<file path="src/rtl/mux16_rr_arbiter.sv">
// mux16_rr_arbiter: round-robin owner select for a shared 16:1 single-bit mux.
//   clk, rst        : clock, synchronous active-high reset
//   req[15:0]       : per-requester request lines
//   done            : current owner releases at the end of this cycle
//   sel[3:0]        : mux select, index of the current (or last) owner
//   grant[15:0]     : one-hot grant, zero when idle
//   busy            : a grant is active
//   timeout         : one-cycle pulse when the hold limit revokes a grant
module mux16_rr_arbiter #(
  parameter int MAX_HOLD = 8
) (
  input  logic        clk,
  input  logic        rst,
  input  logic [15:0] req,
  input  logic        done,
  output logic [3:0]  sel,
  output logic [15:0] grant,
  output logic        busy,
  output logic        timeout
);
  typedef enum logic {IDLE, OWNED} state_t;
  state_t      state_q, state_d;
  logic [3:0]  ptr_q, ptr_d, sel_q, sel_d, off, win;
  logic [7:0]  hold_q, hold_d;
  logic [15:0] grant_q, grant_d, rot;
  logic        busy_q, busy_d, timeout_q, timeout_d, hold_hit, own_req, release_now;
  always_comb begin
    // Rotate so that bit 0 is the pointer position; the lowest set bit is the winner.
    rot = 16'({req, req} >> ptr_q);
    off = '0;
    for (int i = 15; i >= 0; i--) if (rot[i]) off = 4'(i);
    win = ptr_q + off;
    hold_hit = hold_q == 8'(MAX_HOLD - 1);
    own_req = req[sel_q];
    release_now = done || !own_req || hold_hit;
    state_d = state_q;
    ptr_d = ptr_q;
    hold_d = hold_q;
    sel_d = sel_q;
    grant_d = grant_q;
    busy_d = busy_q;
    timeout_d = 1'b0;
    if (state_q == IDLE) begin
      if (|req) begin
        state_d = OWNED;
        sel_d = win;
        grant_d = 16'(1) << win;
        busy_d = 1'b1;
        hold_d = '0;
      end
    end else begin
      hold_d = (hold_q == 8'hff) ? hold_q : hold_q + 8'd1;
      if (release_now) begin
        state_d = IDLE;
        grant_d = '0;
        busy_d = 1'b0;
        ptr_d = sel_q + 4'd1;
        // Done or a dropped request is a voluntary release and masks the timeout report.
        timeout_d = hold_hit && !done && own_req;
      end
    end
  end
  always_ff @(posedge clk) begin
    if (rst) begin
      state_q <= IDLE;
      ptr_q <= '0;
      hold_q <= '0;
      sel_q <= '0;
      grant_q <= '0;
      busy_q <= 1'b0;
      timeout_q <= 1'b0;
    end else begin
      state_q <= state_d;
      ptr_q <= ptr_d;
      hold_q <= hold_d;
      sel_q <= sel_d;
      grant_q <= grant_d;
      busy_q <= busy_d;
      timeout_q <= timeout_d;
    end
  end
  assign sel = sel_q;
  assign grant = grant_q;
  assign busy = busy_q;
  assign timeout = timeout_q;
endmodule

</file>
<file path="config.mk">
export PLATFORM = sky130hd
export DESIGN_NAME = mux16_rr_arbiter
export DESIGN_NICKNAME = d
export VERILOG_FILES = /design/src/rtl/mux16_rr_arbiter.sv
export SDC_FILE = /design/constraint.sdc
export NUM_CORES = 1
export LEC_CHECK = 0
export CAP_MARGIN = 25
export CORE_MARGIN = 4
export CORE_UTILIZATION = 50
export DETAILED_ROUTE_END_ITERATION = 8
export GPL_ROUTABILITY_DRIVEN = 0
export PLACE_DENSITY_LB_ADDON = 0.1
export RECOVER_POWER = 50
export SYNTH_ARGS = -nofsm -noshare
export SYNTH_HDL_FRONTEND = slang
export SYNTH_SLANG_ARGS = --single-unit
</file>
<file path="constraint.sdc">
create_clock -name clk -period 4.1 [get_ports clk]
set_clock_uncertainty 0.05 [all_clocks]
set_input_delay 0.615 -clock clk [delete_from_list [all_inputs] [get_ports clk]]
set_output_delay 0.615 -clock clk [all_outputs]
set_load 0.01 [all_outputs]
</file>
==> impl_metrics.py <==
metrics = {
    "status": {
        "outcome": "complete, no violations",
    },
    "synth": {
        "ys_warn_count": 0,
        "yosysSeqAreaShare_pct": 25.2,
        "avgSynthCellArea_um2": 9.20,
        "synth_nets": 327,
        "ys.flop_type": "dfxtp_1",
        "yosysUniqueCellTypes": 59,
        "synth.largest_area_cell": "dfxtp_1",
        "synthCells": 302,
        "async_flop_share_pct": 0,
        "synth_seq_cells": 35,
        "netlist_area_mm2": 0.00278,
        "synthTopCellsByArea": "dfxtp_1 (25%), mux4_2 (19%), nand2_1 (4.9%)",
        "synth_edf_count": 0,
        "synth_top_area_share_pct": 25.2,
    },
    "grt": {
        "grt_pass1_vias": 2632,
        "track_usage_pct": 23.8,
        "grt_max_degree": 24,
        "antenna_found_initial": 0,
        "grt_pass1_wl_um": 12500,
        "overflow": 0,
    },
    "clock_network": {
        "clkTransAtPathRegs_ns": 0.08,
        "clk_latency_ns": 0.29,
        "cts-root-buf": "clkbuf_8",
        "cts_made_buffers": 5,
        "htreeDepth": 2,
        "cts_tree": "built",
        "cts.sinks": 35,
        "clock_path_buffers": 2,
    },
    "finish": {
        "mostFrequentLayoutCells": "buf_4 (54), nand2_1 (36), dfxtp_1 (35)",
        "layout-drive-gt1-share_pct": 27.1,
        "layout_commonest_cell": "buf_4",
        "design_area_mm2": 0.00380,
        "num-fill-cells": 394,
        "area_growth_pct": 36.8,
        "diodes": 0,
        "final_nets": 415,
    },
    "timing": {
        "final-setup-viol-count": 0,
        "maxSlewHeadroom_pct": 65.8,
        "hold_viol": 0,
        "final_max_slew_viol_count": 0,
        "fmax_ghz": 0.253,
        "fin_ws_ns": 0.155,
        "period_needed_ns": 3.95,
        "rsz0062_at_grt": "false",
        "worstMarginPinSlew_ns": 0.511,
        "post-route-period-util_pct": 96.2,
    },
    "run": {
        "max_cap_violations": 0,
    },
    "worst_setup_path": {
        "crit_path_start_kind": "primary input",
        "crit_fanout": 5,
        "endpoint_kind": "register",
        "crit_family": "multiplexers",
        "crit_top_cell": "mux4_2",
        "cp.arrival_ns": 4.09,
        "critical-path-max-stage-delay_ns": 0.54,
        "required_ns": 4.24,
        "crit_buf_inv": 2,
        "critPathSlowestCell": "mux4_2",
        "cp_cell_sequence": "dlygate4sd2_1 > mux4_2 > mux4_2 > o31a_1 > o21ai_1 > nor2_1 > or3_1 > ha_1 > inv_1 > fa_2 > nor2b_2 > a32o_1",
        "critPathKind": "in -> reg",
    },
    "route": {
        "routed_wirelength_um": 7680,
        "firstDrtPassIters": 4,
        "ant_nets": 0,
        "wl_per_cell_um": 16.7,
        "drt_first_iter_violations": 181,
        "route.detailed.drc": 0,
        "routed_via_density": 6.04,
        "vias": 2783,
    },
    "hold_path": {
        "hp-class": "reg -> reg",
    },
    "floorplan": {
        "dieHeight_um": 82.5,
        "start_util_pct": 53.0,
        "io_pins": 41,
        "std_cell_rows": 26,
        "coreArea_mm2": 0.00524,
        "die_x_um": 82.5,
        "die-area_mm2": 0.00681,
    },
    "placement": {
        "numPortBuffers": 40,
        "post-dp-hpwl_um": 5800,
        "dpl_worst_slack_ns": -0.360,
        "place_area_mm2": 0.00363,
    },
    "power_and_ir_drop": {
        "power_leakage_nw": 1.60,
        "vdd_drop_max_mv": 0.354,
        "powerDensity_mw_per_mm2": 497,
    },
}
logic make-up after synthesis:
kind of cell | Yosys count | synth area share (%)
buffers and inverters | 28 | 4.68
AND/OR/NAND/NOR | 110 | 18.6
flip-flops | 35 | 25.2
adder cells (fa/ha/maj) | 6 | 2.97
multiplexers | 45 | 27.5
XOR/XNOR | 7 | 2.48
AO/OA/AOI/OAI | 71 | 18.5
final timing paths:
| kind | cells after the start | slack [ns] | start | endpoint |
|---|---|---|---|---|
| setup / recovery | 12 | 0.15 | req[11] | grant[1] |
| hold / removal | 2 | 0.39 | grant[15] | grant[15] |
| setup reg to reg | 15 | 0.21 | ptr_q[1] | grant[7] |
| hold reg to reg | 2 | 0.39 | grant[15] | grant[15] |
sequential cells by signal, summed over array words and instances (netlist names):
| register | cells |
|---|---|
| busy | 1 |
| grant | 16 |
| hold_q | 8 |
| ptr_q | 4 |
| sel | 4 |
| state_q | 1 |
| timeout | 1 |
final cells by class:
class                   count  area, um^2  share of cell area [%]
clock buffers               6        82.6                    2.17
clock inverters             2        35.0                   0.922
inverters                  11        41.3                    1.09
multi-input cells         239        1970                    51.9
flip-flops and latches     35         701                    18.4
well taps                  70        87.6                    2.31
repair buffers             98         880                    23.2
synth_stat cells (2+ instances only):
cell,instances
o21ai_0,5
and2_1,2
o21a_1,5
o22ai_1,2
a32o_1,8
mux4_2,24
mux2_1,6
buf_6,3
ha_1,5
o221ai_1,2
buf_2,2
mux2_2,4
nand2b_1,4
xnor2_1,3
or2_1,2
a21oi_1,11
a21boi_0,3
o211ai_1,3
nor2_1,32
nand2_1,36
and3_1,3
a211oi_1,6
a21o_1,2
o21ai_1,9
xor2_1,3
nand4_1,2
dfxtp_1,35
nand3_1,5
nor3_1,5
inv_1,11
clkbuf_1,11
or3_1,3
nor2b_1,6
mux2i_1,11
nor4_1,4
where the power goes:
part,total [W],internal [W],switching [W]
combinational,0.00113,0.000587,0.000541
sequential,0.000441,0.000386,0.0000547
clock,0.000321,0.000197,0.000125
per-stage QoR:
step / setup TNS (ns) / instances / hold slack [ns] / utilization [%] / power, W
after floorplan: 0 / 302 / 0.413 / - / 0.00111
after global routing: 0 / 461 / 0.410 / 72.5 / 0.00201
after detailed placement: -5.39 / 451 / 0.388 / 69.4 / 0.00154
final: 0 / 461 / 0.394 / 72.5 / 0.00189
after global placement: -4.87 / 451 / 0.383 / 69.4 / 0.00151
after CTS: -0.0240 / 459 / 0.398 / 71.4 / 0.00186
what timing repair did:
action                     4_1_cts  5_1_grt
pin swaps                        0        2
gates resized for setup         10       14
setup endpoints to repair        8       19
buffers inserted                 0        2
hold buffers                     0        0
worst min-delay path: stages, from the launching register on:
cell and delay [ns]:
dfxtp_1 0.31, nand2_1 0.05, o21ai_1 0.05
routing by layer:
layer,vias up,wire (um),track usage [%]
met5,-,0,0
met3,24,454,3.90
li1,1317,-,-
met4,0,153,8.66
met1,1343,3450,33.1
met2,99,3620,37.3
Note: power is estimated with default switching activity, not from simulation.
